File: src/rtl/keypad_scanner.sv
// keypad_scanner: column-strobed 4x4 hex keypad scanner with debounce and a
// valid/ack holding register for the accepted key code.
module keypad_scanner #(
  parameter int SCAN_DIV_W     = 16,
  parameter int DEBOUNCE_SCANS = 4
) (
  input  logic       clk,
  input  logic       rst_n,
  output logic [3:0] cols,
  input  logic [3:0] rows,
  output logic [3:0] key_code,
  output logic       key_valid,
  input  logic       key_ack,
  output logic       key_held,
  output logic       overrun
);

  typedef enum logic [1:0] {SCAN, DEBOUNCE, HELD} state_t;

  localparam logic [3:0] DB_N = 4'(DEBOUNCE_SCANS);

  logic [3:0]            rows_meta_q, rows_s_q;
  logic [SCAN_DIV_W-1:0] div_q, div_d;
  state_t                state_q, state_d;
  logic [1:0]            col_q, col_d;
  logic [1:0]            row_q, row_d;
  logic [3:0]            cnt_q, cnt_d;
  logic [3:0]            code_q, code_d;
  logic                  valid_q, valid_d;
  logic                  ovr_q, ovr_d;

  logic       tick, hit, row_lo, accept, ack_ok;
  logic [1:0] row_sel;
  logic [3:0] cnt_inc;

  // Two-flop synchronizer; idle level is all-ones (no key down).
  always_ff @(posedge clk or negedge rst_n) begin
    if (!rst_n) begin
      rows_meta_q <= 4'hF;
      rows_s_q    <= 4'hF;
    end else begin
      rows_meta_q <= rows;
      rows_s_q    <= rows_meta_q;
    end
  end

  // Lowest-index active row wins when several rows are low.
  always_comb begin
    row_sel = 2'd0;
    for (int i = 3; i >= 0; i--)
      if (!rows_s_q[i]) row_sel = 2'(i);
  end

  assign div_d   = div_q + {{(SCAN_DIV_W-1){1'b0}}, 1'b1};
  assign tick    = &div_q;
  assign hit     = ~&rows_s_q;
  assign row_lo  = ~rows_s_q[row_q];
  assign cnt_inc = cnt_q + 4'd1;
  assign ack_ok  = key_ack & valid_q;

  // Scan/debounce FSM: evaluated only on tick cycles; column frozen outside SCAN.
  always_comb begin
    state_d = state_q;
    col_d   = col_q;
    row_d   = row_q;
    cnt_d   = cnt_q;
    accept  = 1'b0;
    if (tick) begin
      unique case (state_q)
        SCAN: begin
          if (hit) begin
            row_d = row_sel;
            if (DEBOUNCE_SCANS == 1) begin
              accept  = 1'b1;
              cnt_d   = 4'd0;
              state_d = HELD;
            end else begin
              cnt_d   = 4'd1;
              state_d = DEBOUNCE;
            end
          end else begin
            col_d = col_q + 2'd1;
          end
        end
        DEBOUNCE: begin
          if (row_lo) begin
            if (cnt_inc >= DB_N) begin
              accept  = 1'b1;
              cnt_d   = 4'd0;
              state_d = HELD;
            end else begin
              cnt_d = cnt_inc;
            end
          end else begin
            cnt_d   = 4'd0;
            col_d   = col_q + 2'd1;
            state_d = SCAN;
          end
        end
        HELD: begin
          // Count consecutive release ticks of the latched row only.
          if (!row_lo) begin
            if (cnt_inc >= DB_N) begin
              cnt_d   = 4'd0;
              col_d   = col_q + 2'd1;
              state_d = SCAN;
            end else begin
              cnt_d = cnt_inc;
            end
          end else begin
            cnt_d = 4'd0;
          end
        end
        default: state_d = SCAN;
      endcase
    end
  end

  // Holding register: ack frees the slot; an accept into an occupied,
  // un-acked slot is dropped and flagged as overrun.
  always_comb begin
    code_d  = code_q;
    valid_d = valid_q;
    ovr_d   = ovr_q;
    if (ack_ok) begin
      valid_d = 1'b0;
      ovr_d   = 1'b0;
    end
    if (accept) begin
      if (valid_q && !key_ack) begin
        ovr_d = 1'b1;
      end else begin
        code_d  = {row_d, col_q};
        valid_d = 1'b1;
      end
    end
  end

  // State and datapath registers.
  always_ff @(posedge clk or negedge rst_n) begin
    if (!rst_n) begin
      div_q   <= '0;
      state_q <= SCAN;
      col_q   <= 2'd0;
      row_q   <= 2'd0;
      cnt_q   <= 4'd0;
      code_q  <= 4'd0;
      valid_q <= 1'b0;
      ovr_q   <= 1'b0;
    end else begin
      div_q   <= div_d;
      state_q <= state_d;
      col_q   <= col_d;
      row_q   <= row_d;
      cnt_q   <= cnt_d;
      code_q  <= code_d;
      valid_q <= valid_d;
      ovr_q   <= ovr_d;
    end
  end

  assign cols      = ~(4'b0001 << col_q);
  assign key_code  = code_q;
  assign key_valid = valid_q;
  assign key_held  = (state_q == HELD);
  assign overrun   = ovr_q;

endmodule
File: config.mk
export PLATFORM = sky130hd
export DESIGN_NAME = keypad_scanner
export DESIGN_NICKNAME = d
export VERILOG_FILES = /design/src/rtl/keypad_scanner.sv
export SDC_FILE = /design/constraint.sdc
export NUM_CORES = 1
export LEC_CHECK = 0
export CAP_MARGIN = 20
export CORE_MARGIN = 2
export CORE_UTILIZATION = 40
export CTS_CLUSTER_DIAMETER = 60
export DETAILED_ROUTE_END_ITERATION = 8
export PLACE_DENSITY = 0.69
export SYNTH_ARGS = -nofsm -noshare
export SYNTH_HDL_FRONTEND = slang
export SYNTH_SLANG_ARGS = --single-unit
File: constraint.sdc
create_clock -name clk -period 2.48 [get_ports clk]
set_clock_uncertainty 0.1 [all_clocks]
set_input_delay 0.248 -clock clk [delete_from_list [all_inputs] [get_ports clk]]
set_output_delay 0.248 -clock clk [all_outputs]
set_load 0.005 [all_outputs]
==> run metrics, run 1 <==
Buffers on Ports 17; Netlist Area Pre-Place 1880 sq um; Layout area overhead 17.7%; pin count of the biggest net entering global routing just over 40; core area 4440 sq um; vias in the first global route 1242; Routed WL 3.28 mm; Root Driver clkbuf_8; Antenna diodes 0; status finished, final reports clean; DR pass1 iterations 4; Synth cell types 41; clock tree sinks 40; synthesized net count between 150 and 200; CTS max path bufs 2; Iteration-0 DRC Markers 66; setup repair bufs after CTS 0; dominant cell by count in the synthesized netlist dfrtp_1; post-route ant nets 0; Avg Cell Area, Syn 12.4 sq um; drt drc 0; CP peak stage delay between 0.4 and 0.5 ns; Placement Setup Slack 0.356 ns; VDD IR max 0.428 mV; Startpoint Class flip-flop; WP data arrival around 2.2 ns; Hold Startpoint rows[0]; Via Count 1177; total negative slack 0 ns; worst r2r src cnt_q[0]$_DFFE_PN0P_; share of cells above drive strength 1 18.6%; crit path max-delay cell type dfrtp_1; WL per Instance 14.3 um; vias per std cell 5.14; I/O pins 18; RePlAce Congestion a little over 0.8; P per Cell Area 515 nW/um^2; crit path from cnt_q[0]$_DFFE_PN0P_; Hold Crit Class in -> reg; most frequent cells after synthesis dfrtp_1, inv_1, nand2_1, xnor2_1, ha_1; Synth top area share 42.6%; Post-DP HPWL 2.41 mm; Critical Path End Type flip-flop; f_max 468 MHz; maximum fanout along the worst path 6; Post-synth EDFFs 0; Fill cells 382; Post-Synthesis Cells 151; Clock Latency Late Sink approximately 0.30 ns; Starting Density 42.3%; clock transition at the registers of the reported paths 0.07 ns; FP Rows 24; # setup viols final 0; number of buffers created by CTS 5; yosys warns 0; CP required 2.57 ns; Yosys reg bits 40; leakage 0.00101 uW; final period utilization a little under nine tenths; Synth area leaders dfrtp_1, dfstp_2, ha_1, xnor2_1, mux2_4; max-cap viol count 0; Slew @ Worst Pin between 0.8 and 0.9 ns; share of synthesized registers carrying an async set or reset 100%; final hold vios 0; relative slew slack 41.9%; die footprint approximately 5300 sq um; Main synth FF type dfrtp_1; register area share after synthesis 53.8%; initial antenna violation count 0; H-tree Lvls 2; setup repair after global routing missed its margin false; grt total ovfl 0; Setup WS post-layout 0.342 ns; die height between 70 and 80 um; Worst R2R Setup Slack 0.34 ns; all-layer global routing usage between 10% and 20%; cell taking the most area after synthesis dfrtp_1; worst-path cell chain ha_1 -> and2_1 -> a31oi_1 -> a21boi_2 -> nor2_1 -> mux2_2; nets 193; Slew Limit Fails 0; Die Span X 72.5 um; first-pass GRT wire length 5.84 mm; kind of critical path reg -> reg; TritonCTS clock tree done; Final min period 2.14 ns
==> power by group <==
| part | leakage, uW | internal, uW | switching, uW | total, uW |
|---|---|---|---|---|
| Clock | 0.0000510 | 222 | 221 | 443 |
| Combinational | 0.000447 | 11.0 | 16.1 | 27.2 |
| Sequential | 0.000512 | 664 | 4.53 | 669 |
==> kinds of logic (layout without fill, tap and decap cells) <==
logic type                 after synthesis  after routing  share of synthesized area [%]
muxes                                    7              7                           5.53
buffers and inverters                   12             38                           2.40
and+or+nand+nor                         52             52                           18.8
AOI/OAI and AO/OA                       15             15                           5.79
adders and majority gates               10             10                           6.66
xor gates and xnor gates                15             15                           6.99
DFF                                     40             40                           53.8
==> cell usage in the layout, fill, tap and decap left out, drive strengths merged, types with 3 or more instances in the layout <==
master	Yosys	routed
nand4	9	9
xor2	4	4
nor3	5	5
and2	3	3
clkbuf	0	6
a21oi	5	5
inv	12	12
nor4	3	3
ha	10	10
nor2	3	3
nand3	5	5
xnor2	11	11
clkdlybuf4s50	0	16
nand2	12	12
nand2b	3	3
dfrtp	32	32
dfstp	8	8
mux2	5	5
==> worst max-delay path: cells and delay by family (launching register included) <==
kind                       cells  cell delay (ns)
adders and majority gates      1             0.22
muxes                          1             0.36
AOI/OAI and AO/OA              2             0.54
and+or+nand+nor                2             0.37
DFF                            1             0.43
==> sequential cells by signal (all words and copies together), names as in the netlist <==
signal	flops
rows_s_q	4
col_q	2
key_valid	1
rows_meta_q	4
state_q	2
row_q	2
key_code	4
cnt_q	4
div_q	16
overrun	1
==> per-stage QoR <==
step | hold WS, ns | util, % | cells | cell area [sq um] | power (uW)
floorplan | -0.148 | - | 151 | 1880 | 684
global placement | 0.246 | 47.5 | 220 | 2110 | 706
detailed placement | 0.247 | 47.5 | 220 | 2110 | 708
CTS | 0.248 | 49.8 | 229 | 2210 | 1150
global route | 0.246 | 49.8 | 229 | 2210 | 1190
finish | 0.249 | 49.8 | 229 | 2210 | 1140
==> layer usage <==
layer	routed length, um	global-route usage, %	part of all wire (%)
met5	0	0	0
met1	1530	19.0	47
met2	1570	22.8	48
met4	42	4.12	1.3
met3	137	5.42	4.2
==> final timing paths <==
kind | end | depth (start not counted)
worst min register to register | rows_s_q[3]$_DFF_PN1_ | 0
max in group asynchronous | key_code[0]$_DFFE_PN0P_ | 2
worst max-delay path | col_q[1]$_DFFE_PN0P_ | 6
worst min-delay path | rows_meta_q[0]$_DFF_PN1_ | 1
min in group asynchronous | div_q[13]$_DFF_PN0_ | 2
worst max register to register | col_q[1]$_DFFE_PN0P_ | 6
==> area by class of cell <==
| type | instances | area [sq um] | share of cell area (%) |
|---|---|---|---|
| inverter | 12 | 45.0 | 2.04 |
| clock buffer | 6 | 82.6 | 3.73 |
| sequential | 40 | 1010 | 45.7 |
| timing repair buffer | 18 | 175 | 7.92 |
| multi-input combinational | 99 | 823 | 37.2 |
| tap | 52 | 65.1 | 2.94 |
| clock inverter | 2 | 10.0 | 0.452 |
==> what timing repair did <==
action | 4_1_cts | 5_1_grt
hold buffers | 1 | 0
endpoints found under the hold margin | 19 | 0
resized for setup | 0 | 0
Note: power is estimated with default switching activity, not from simulation.
==> run 2: changes to the inputs <==
Settings changed: CORE_ASPECT_RATIO set to 0.6.
==> run metrics, run 2 (synthesis results as in run 1) <==
max-cap viol count 0; vias in the first global route ~1300; gr busiest metal met2; die footprint 5280 sq um; P per Cell Area a little over 500 nW/um^2; Slew Limit Fails 0; post-route ant nets 0; TritonCTS clock tree done; WP data arrival 2.28 ns; met1 usage 18.3%; Final min period 2.21 ns; part of the power in combinational logic 2.3%; total negative slack 0 ns; number of buffers created by CTS 5; grt total ovfl 0; Iteration-0 DRC Markers 27; Clock Latency Late Sink about 0.29 ns; WL per Instance 13.3 um; Min-Delay Endpoint rows_s_q[2]$_DFF_PN1_; Hold Crit Class reg -> reg; Fill cells around 410; Starting Density 41.4%; RePlAce Congestion 0.790; worst r2r src cnt_q[0]$_DFFE_PN0P_; Die Span X 92.5 um; status finished, final reports clean; Top reg by flops div_q; H-tree Lvls 2; Startpoint Class flip-flop; NetSw between 200 and 250 uW; commonest non-fill, non-tap cell in the layout dfrtp_1; CP required 2.55 ns; first-pass GRT wire length 5.61 mm; # setup viols final 0; nets just under 200; die height 57.1 um; VDD IR max about 0.32 mV; setup repair after global routing missed its margin false; initial antenna violation count 0; Root Driver clkbuf_8; clock transition at the registers of the reported paths approximately 0.070 ns; switching share of power 19.7%; Routed WL roughly 3.2 mm; pin count of the biggest net entering global routing 41; Buffers on Ports 17; max reg flops 16; register share of total power between 50% and 60%; vias per std cell 5.04; relative slew slack 43.3%; most frequent cells in the layout dfrtp_1, clkdlybuf4s50_1, inv_1, xnor2_1, nand2_1; Pint 929 uW; clock tree sinks 40; met2 GRT Util 21.3%; crit path max-delay cell type dfrtp_1; core area 4540 sq um; FP Rows 19; end of the worst register-to-register path col_q[1]$_DFFE_PN0P_; Post-DP HPWL 2.37 mm; hold depth 0; post-CTS sizing 0; Slew @ Worst Pin 0.850 ns; worst-path cell chain ha_1 -> and2_1 -> a31oi_1 -> a21boi_2 -> nor2_1 -> mux2_2; Clk network pwr share 39.9%; final non-filler cell total 240; setup repair bufs after CTS 0; hold_buf cts 1; Layout area overhead 18.8%; f_max 452 MHz; drt drc 0; Via Count 1210; cell count of the worst reg-to-reg path 6; Antenna diodes 0; all-layer global routing usage 13.8%; grt met3 use 5.02%; DR pass1 iterations 4; leakage 0.00101 uW; I/O pins 18; Critical Path End Type flip-flop; CTS max path bufs 2; maximum fanout along the worst path 6; Hold Startpoint rows_meta_q[2]$_DFF_PN1_; Worst R2R Setup Slack between 0.2 and 0.3 ns; final period utilization about nine tenths; kind of critical path reg -> reg; post-placement cell count 231; final hold vios 0; CP peak stage delay 0.43 ns; share of cells above drive strength 1 18.1%
[run 2: changes by cell type in the layout (fill, tap and decap cells not counted)]
cell      previous run  this run
clkbuf_1             0         1
clkbuf_8             6         7
clkinv_2             2         0
[run 2: worst max-delay path by stage]
stage	startpoint	to	slack [ns]	cells past startpoint
floorplan	cnt_q[0]$_DFFE_PN0P_	col_q[1]$_DFFE_PN0P_	0.52	6
global placement	cnt_q[0]$_DFFE_PN0P_	col_q[1]$_DFFE_PN0P_	0.40	6
detailed placement	cnt_q[0]$_DFFE_PN0P_	col_q[1]$_DFFE_PN0P_	0.28	6
CTS	cnt_q[0]$_DFFE_PN0P_	col_q[1]$_DFFE_PN0P_	0.28	6
global route	cnt_q[0]$_DFFE_PN0P_	col_q[1]$_DFFE_PN0P_	0.15	6
finish	cnt_q[0]$_DFFE_PN0P_	col_q[1]$_DFFE_PN0P_	0.27	6
[run 2: power by group through the flow]
stage	clock network, uW	logic, uW	registers [uW]
global placement	0	26.2	680
finish	461	27.2	668
floorplan	0	4.88	679
detailed placement	0	27.7	680
CTS	478	28.8	668
global route	513	31.6	669
[run 2: cell type report]
type | count | area (sq um) | share of cell area (%)
Clock buffer | 8 | 100 | 4.48
Inverter | 12 | 45.0 | 2.02
Multi-Input combinational cell | 99 | 823 | 36.9
Sequential cell | 40 | 1010 | 45.3
Tap cell | 63 | 78.8 | 3.53
Timing Repair Buffer | 18 | 175 | 7.84
[run 2: through the flow]
step / cell area, sq um / util (%) / hold WS [ns] / total power [uW] / setup WS [ns]
6_report: 2230 / 49.2 / 0.257 / 1160 / 0.270
3_3_place_gp: 2120 / 46.8 / 0.247 / 706 / 0.403
4_1_cts: 2230 / 49.2 / 0.255 / 1170 / 0.276
5_1_grt: 2230 / 49.2 / 0.258 / 1210 / 0.155
3_5_place_dp: 2120 / 46.8 / 0.249 / 708 / 0.283
2_1_floorplan: 1880 / - / -0.148 / 684 / 0.522
[run 2: worst max-delay path, delay by kind of cell (launching register included)]
kind,cells,cell delay (ns)
AO/OA/AOI/OAI,2,0.56
flip-flops,1,0.43
AND/OR/NAND/NOR,2,0.41
multiplexers,1,0.37
adder cells (fa/ha/maj),1,0.23
[run 2: metal layers]
layer | vias up | wire [um]
met4 | 0 | 21
met1 | 585 | 1500
met5 | - | 0
met2 | 39 | 1510
li1 | 580 | -
met3 | 6 | 167
==> run 3: changes to the inputs <==
Clock period 2.48 ns to 2.1 ns, I/O delays scaled along.
==> run metrics, run 3 (synthesis results as in run 1) <==
WL per Instance around 15 um; Routed WL 3.67 mm; Antenna diodes 0; all-layer global routing usage 14.7%; maximum fanout along the worst path 6; Root Driver clkbuf_8; # setup viols final 0; max-cap viol count 0; Startpoint Class flip-flop; DR pass1 iterations 4; first-pass GRT wire length 5.97 mm; post-route ant nets 0; kind of critical path reg -> reg; Slew Limit Fails 0; Die Span X 92.5 um; number of buffers created by CTS 5; pin count of the biggest net entering global routing 17; clock tree sinks 40; relative slew slack 76.5%; Via Count 1303; Top reg by flops div_q; status finished, final reports clean; P per Cell Area 568 nW/um^2; final period utilization 99.6%; WP data arrival 2.20 ns; crit path max-delay cell type dfrtp_1; Post-DP HPWL 2.65 mm; share of cells above drive strength 1 27.9%; initial antenna violation count 0; Layout area overhead 25.2%; worst-path cell chain ha_1 -> and2_1 -> a31oi_1 -> a21boi_2 -> buf_4 -> nor3_2 -> mux2i_1; core area 4540 sq um; leakage 0.00108 uW; Hold Crit Class in -> reg; H-tree Lvls 2; Critical Path End Type flip-flop; Starting Density 41.4%; Slew @ Worst Pin approximately 0.35 ns; CTS max path bufs 2; vias per std cell 5.15; Clock Latency Late Sink 0.29 ns; clock transition at the registers of the reported paths 0.07 ns; FP Rows 19; most frequent cells in the layout dfrtp_1, clkdlybuf4s50_1, buf_4, xnor2_1; RePlAce Congestion 0.906; Iteration-0 DRC Markers 60; Buffers on Ports 17; vias in the first global route 1265; CP required 2.21 ns; VDD IR max 0.335 mV; CP peak stage delay 0.44 ns; Setup WS post-layout 0.00889 ns; commonest non-fill, non-tap cell in the layout dfrtp_1; Final min period 2.09 ns; TritonCTS clock tree done; die height 57.1 um; Placement Setup Slack around 0.035 ns; grt total ovfl 0; die footprint 5280 sq um; nets between 200 and 250; f_max 478 MHz; total negative slack 0 ns; I/O pins 18; drt drc 0; max reg flops 16; final hold vios 0
-- run 3: metal layers --
metal	global-route usage (%)	up-vias	wire [um]	part of all wire [%]
li1	-	606	-	-
met5	0	-	0	0
met1	19.5	648	1650	45
met4	5.76	0	105	2.9
met2	22.4	38	1710	47
met3	5.15	11	205	5.6
-- run 3: area by class of cell --
| class | instances | area (sq um) |
|---|---|---|
| inverter | 12 | 45.0 |
| multi-input combinational | 99 | 855 |
| fill | 384 | 2190 |
| tap | 63 | 78.8 |
| clock buffer | 8 | 90.1 |
| sequential | 40 | 1010 |
| timing repair buffer | 31 | 273 |
-- run 3: path summary, 6_finish.rpt --
check                                          from                       end  slack, ns  cells past startpoint
setup reg to reg               cnt_q[0]$_DFFE_PN0P_    state_q[0]$_DFFE_PN0P_      0.009                      7
max in group asynchronous                     rst_n  rows_meta_q[3]$_DFF_PN1_       1.07                      3
min in group asynchronous                     rst_n        div_q[7]$_DFF_PN0_       0.26                      2
hold / removal                              rows[0]  rows_meta_q[0]$_DFF_PN1_       0.23                      1
setup / recovery               cnt_q[0]$_DFFE_PN0P_    state_q[0]$_DFFE_PN0P_      0.009                      7
hold reg to reg            rows_meta_q[2]$_DFF_PN1_     rows_s_q[2]$_DFF_PN1_       0.26                      0
-- run 3: report_power, final --
group	switching [uW]	internal [uW]
registers	4.90	784
clock network	244	268
logic	20.4	15.6
-- run 3: worst max-delay path, delay by kind of cell (launching register included) --
| kind | cells | cell delay (ns) |
|---|---|---|
| buf+inv | 1 | 0.17 |
| flops | 1 | 0.44 |
| fa+ha+maj | 1 | 0.23 |
| compound gates | 2 | 0.41 |
| mux | 1 | 0.24 |
| simple gates | 2 | 0.42 |
-- run 3: through the flow --
step	instances	hold slack, ns	utilization, %	cell area [sq um]	total power (uW)
after floorplan	151	-0.186	-	1880	808
after global placement	238	0.0256	47.9	2180	837
after detailed placement	238	0.0386	47.9	2180	839
after CTS	247	0.213	50.1	2280	1360
after global routing	253	0.223	51.8	2350	1390
final	253	0.225	51.8	2350	1340
-- run 3: what timing repair did --
| action | 4_1_cts | 5_1_grt |
|---|---|---|
| setup buffers | 0 | 6 |
| endpoints found under the hold margin | 10 | 0 |
| hold buffers | 1 | 0 |
| resized for setup | 0 | 10 |
| endpoints found under the setup margin | 0 | 7 |
==> variant 1, RTL diff (flow settings as in run 2) <==
Reset style: synchronous (`rst_n`), changed in 2 clocked blocks.
--- a/src/rtl/keypad_scanner.sv
+++ b/src/rtl/keypad_scanner.sv
@@ -35,5 +35,5 @@
 
   // Two-flop synchronizer; idle level is all-ones (no key down).
-  always_ff @(posedge clk or negedge rst_n) begin
+  always_ff @(posedge clk) begin
     if (!rst_n) begin
       rows_meta_q <= 4'hF;
@@ -138,5 +138,5 @@
 
   // State and datapath registers.
-  always_ff @(posedge clk or negedge rst_n) begin
+  always_ff @(posedge clk) begin
     if (!rst_n) begin
       div_q   <= '0;
Check against the original RTL: no difference found for any inputs over 10 cycles, from zero or initial values and one cycle with rst_n low; that may be too few to reach the edited logic, so the function may still have changed.
==> variant 1 against run 2 <==
Sequential power down 1%; area after synthesis down 1.5%; combinational power up 67%; sequential cell count unchanged; power up 7.5%; wire length up 9.7%; worst setup slack worse by 0.0099 ns; final area up 0.34%; largest power group unchanged; highest routed layer unchanged.
==> variant 1: results (changes against run 2) <==
Status
  • Result of the run: complete, no violations

GRT
  • Global-route wire length before repair: 6099 um (+8.7%)
  • Pin count of the biggest net entering global routing: 17 (-59%)
  • Vias in the first global route: 1305 (+3.9%)

Synthesis
  • Post-synth top area share: 43.24% (+0.63 points)
  • Async SR Flop Fraction: 0% (-100 points)
  • Commonest cells post-synth: dfxtp_1 (40), nor2_1 (26), inv_1 (11)
  • Sequential fraction of the synthesis area: 43.24% (-11 points)
  • Netlist cell types: 42 (+2.4%)
  • Main area contributors after synthesis: dfxtp_1 (43%), ha_1 (6.8%), nor2_1 (5.3%)

Cells and area
  • Share of cells above drive strength 1: 8.370% (-9.7 points)
  • FILL cells: 428 (+3.4%)
  • Layout Nets: 243 (+26%)

Detailed routing
  • DR iter-0 viols: 81 (+200%)
  • Final WL: 3507 um (+9.7%)
  • Total number of vias: 1445 (+19%)

STA
  • Headroom to the max-slew limit: 69.71% (+26 points)
  • WHS: 0.3062 ns (+0.04884 ns)

Critical path
  • Worst reg2reg path endpoint: key_code[3]
  • Worst r2r src: row_q[0]
  • Arr. time, crit path: 2.35 ns (+0.07 ns)
  • Worst Reg-to-Reg Cells: 5 (-1)
  • Slowest cell on crit path: mux4_2
  • Family with the most delay on the worst path: simple AND/OR/NAND/NOR gates
  • Slowest Stage Delay on Critical Path: 0.55 ns (+0.12 ns)

Power
  • Leak: 0.8584 nW (-15%)
  • Maximum VDD drop: 456.1 uV (+43%)

Hold path
  • Hold_sp: rows_meta_q[2]

Placement
  • Post-DP HPWL: 2725 um (+15%)
  • RePlAce Congestion: 0.7629 (-3.4%)
  • Buffers added on ports: 17 (unchanged)

Clock network
  • Post-CTS sizing: 0 (unchanged)
  • Worst-Skew Late Latency: 0.29 ns (about the same)
variant 1: changes by cell type after synthesis, moves of 5 or more:
cell | run 2 | this run
dfxtp_1 | 0 | 40
nand2b_1 | 3 | 8
xnor2_1 | 11 | 6
dfstp_2 | 8 | 0
dfrtp_1 | 32 | 0
nor2_1 | 3 | 26
o21ai_0 | 1 | 7
variant 1: cells by family (layout without fill, tap and decap cells):
family	count (synthesis)	in the layout	share of synthesized area (%)
AND/OR/NAND/NOR	88	88	26.15
flip-flops	40	40	43.24
AO/OA/AOI/OAI	28	28	10.88
buffers and inverters	17	43	3.513
XOR/XNOR	14	14	6.622
adder cells (fa/ha/maj)	10	10	6.757
multiplexers	4	4	2.838
variant 1: cell type report:
class	count	share of cell area, %
multi-input combinational	144	44.00
sequential	40	35.73
timing repair buffer	23	9.604
tap	63	3.518
clock buffer	5	3.071
clock inverter	3	2.066
inverter	12	2.010
variant 1: metal layers:
metal	up-vias	GRT usage, %	share of wire [%]
met1	658	23.40	56
met2	34	18.80	37
met3	2	4.430	6.8
met4	0	4.691	0.29
li1	751	-	-
met5	-	0	0
variant 1: through the flow:
step                instances  setup slack (ns)  instance area (um2)
CTS                       290            0.2494                 2241
global route              290            0.1202                 2241
finish                    290            0.2601                 2241
global placement          282            0.3198                 2126
detailed placement        282            0.2691                 2126
floorplan                 201            0.4038                 1852
variant 1: worst reg2reg max path: stages, from the launching register on:
cell and delay [ns]:
dfxtp_1 0.36, mux4_2 0.55, nand4b_1 0.18, or4_1 0.55, a211o_1 0.29, a21oi_2 0.12
variant 1: how the worst min path moves through the flow:
stage / to / depth (start not counted)
floorplan: rows_meta_q[0] / 1
global placement: rows_s_q[2] / 1
detailed placement: rows_s_q[0] / 1
CTS: rows_s_q[2] / 1
global route: rows_s_q[0] / 1
finish: rows_s_q[2] / 1
variant 1: power breakdown:
| group | leakage, nW | total, W | internal [W] | switching (W) |
|---|---|---|---|---|
| sequential | 0.325 | 0.000659 | 0.000652 | 0.00000690 |
| clock | 0.0548 | 0.000540 | 0.000303 | 0.000237 |
| combinational | 0.479 | 0.0000453 | 0.0000230 | 0.0000224 |
| total | 0.858 | 0.00124 | 0.000978 | 0.000266 |
==> variant 2, RTL diff (settings of run 2) <==
Without the edit above. Change the parameter `SCAN_DIV_W` from 16 to 18.
--- a/src/rtl/keypad_scanner.sv
+++ b/src/rtl/keypad_scanner.sv
@@ -2,5 +2,5 @@
 // valid/ack holding register for the accepted key code.
 module keypad_scanner #(
-  parameter int SCAN_DIV_W     = 16,
+  parameter int SCAN_DIV_W     = 18,
   parameter int DEBOUNCE_SCANS = 4
 ) (
Function: same outputs for any inputs over 10 cycles, from zero or initial values and one cycle with rst_n low; that may be too few to reach the edited logic, so the function may still have changed.
==> variant 2 against run 2 <==
The flow now finishes with violations (hold timing); critical endpoint is now key_code[2]; worst setup slack better by 0.17 ns; largest cell class unchanged; die area up 6.2%; sequential cell count up 2; largest power group unchanged; hold slack worse by 0.27 ns; wire length up 12%; sequential power up 5.8%; critical path depth unchanged; final area up 7.3%; power up 21%; area after synthesis up 6.6%.
==> variant 2: results (changes against run 2) <==
Status
  • Result of the run: finished, violations left
  • Failing checks: hold timing

Detailed routing
  • Final WL: 3579 um (+12%)
  • Total number of vias: 1293 (+6.9%)
  • First-pass DRT Iterations: 4 (unchanged)
  • DR iter-0 viols: 71 (+160%)

Synthesis
  • Async SR Flop Fraction: 100.0% (unchanged)
  • Sequential fraction of the synthesis area: 52.97% (-0.83 points)
  • Netlist cell types: 40 (-2.4%)
  • Net Count, Synth: 189 (+13%)
  • Commonest cells post-synth: dfrtp_1 (34), inv_1 (16), nor2_1 (11), xnor2_1 (11), ha_1 (10)
  • Main area contributors after synthesis: dfrtp_1 (42%), dfstp_2 (10%), ha_1 (6.2%)

GRT
  • Grt total ovfl: 0 (unchanged)
  • Global-route wire length before repair: 6354 um (+13%)
  • Global-route total usage across every layer: 15.43% (+1.6 points)
  • Pin count of the biggest net entering global routing: 43 (+4.9%)

Power
  • Share of power burned in registers: 50.5% (-7.3 points)
  • Leak: 1.088 nW (+7.7%)
  • Maximum VDD drop: 293.7 uV (-7.7%)
  • Combinational power: 0.0000378 W (+39%)
  • Sequential group power: 0.000707 W (+5.8%)
  • Sw Ratio: 18.20% (-1.5 points)

Clock network
  • Worst-Skew Late Latency: 0.29 ns (about the same)
  • Max Root-Sink Buffers: 2 (unchanged)
  • H-tree lvl count: 2 (unchanged)
  • Post-CTS setup buffer count: 0 (unchanged)
  • Root Buffer: clkbuf_8

STA
  • Worst-Margin Slew: 0.9052 ns (+0.05504 ns)
  • Endpoints failing hold: 33 (+33)
  • WHS: -0.01003 ns (-0.2674 ns)
  • Endpoints failing setup: 0 (unchanged)

Cells and area
  • Layout Nets: 214 (+11%)
  • Largest Register: div_q
  • Max reg flops: 18 (+2)
  • Share of cells above drive strength 1: 16.67% (-1.4 points)

Critical path
  • Arr. time, crit path: 2.14 ns (-0.14 ns)
  • Crit Path Max Fanout: 4 (-2)
  • Worst R2R Setup Slack: 0.44 ns (+0.17 ns)

Placement
  • Post-DP HPWL: 2597 um (+9.8%)
  • Area after DPL: 2255 um2 (+6.2%)
  • Buffers added on ports: 17 (unchanged)
  • RePlAce Congestion: 0.8007 (+1.4%)

Hold path
  • Hold/Removal Path Class: input pin to asynchronous set/reset pin
[variant 2: area by class of cell]
class,instances,area (um2)
clock buffers,6,82.58
clock inverters,2,60.06
fillers,418,2286
inverters,16,60.06
multi-input cells,114,882.1
flip-flops and latches,42,1061
well taps,63,78.83
repair buffers,18,172.7
[variant 2: final timing paths]
kind / from / to / cells past startpoint
max: div_q[0] / key_code[2] / 6
min: rst_n / div_q[1] / 1
max reg2reg: div_q[0] / key_code[2] / 6
min reg2reg: rows_meta_q[2] / rows_s_q[2] / 0
max in group asynchronous: rst_n / div_q[5] / 1
min in group clk: rows[3] / rows_meta_q[3] / 1
[variant 2: worst max-delay path, stage by stage, from the launching register on]
cell and delay (ns):
dfrtp_1 0.38, ha_1 0.21, nand4_1 0.21, nor4_4 0.35, nand4_1 0.23, mux2i_1 0.21
o31ai_2 0.25
[variant 2: cells by family after synthesis]
logic type,count (synthesis),synth area share (%)
buf+inv,16,2.998
simple gates,57,18.36
mux,4,2.686
fa+ha+maj,10,6.246
flops,42,52.97
compound gates,26,9.307
xor+xnor,17,7.433
[variant 2: layer usage]
metal  track usage, %  share of wire [%]  vias to the layer above
li1                 -                  -                      643
met1            24.44                 54                      610
met2            19.52                 39                       36
met3            4.609                5.9                        4
met4            5.383                1.3                        0
met5                0                  0                        -
[variant 2: per-stage QoR]
stage | setup WS, ns | util, % | instances
5_1_grt | 0.2545 | 51.19 | 261
2_1_floorplan | 0.6121 | - | 172
4_1_cts | 0.4356 | 51.19 | 261
3_3_place_gp | 0.4921 | 48.14 | 253
6_report | 0.4445 | 51.19 | 261
3_5_place_dp | 0.4483 | 48.14 | 253
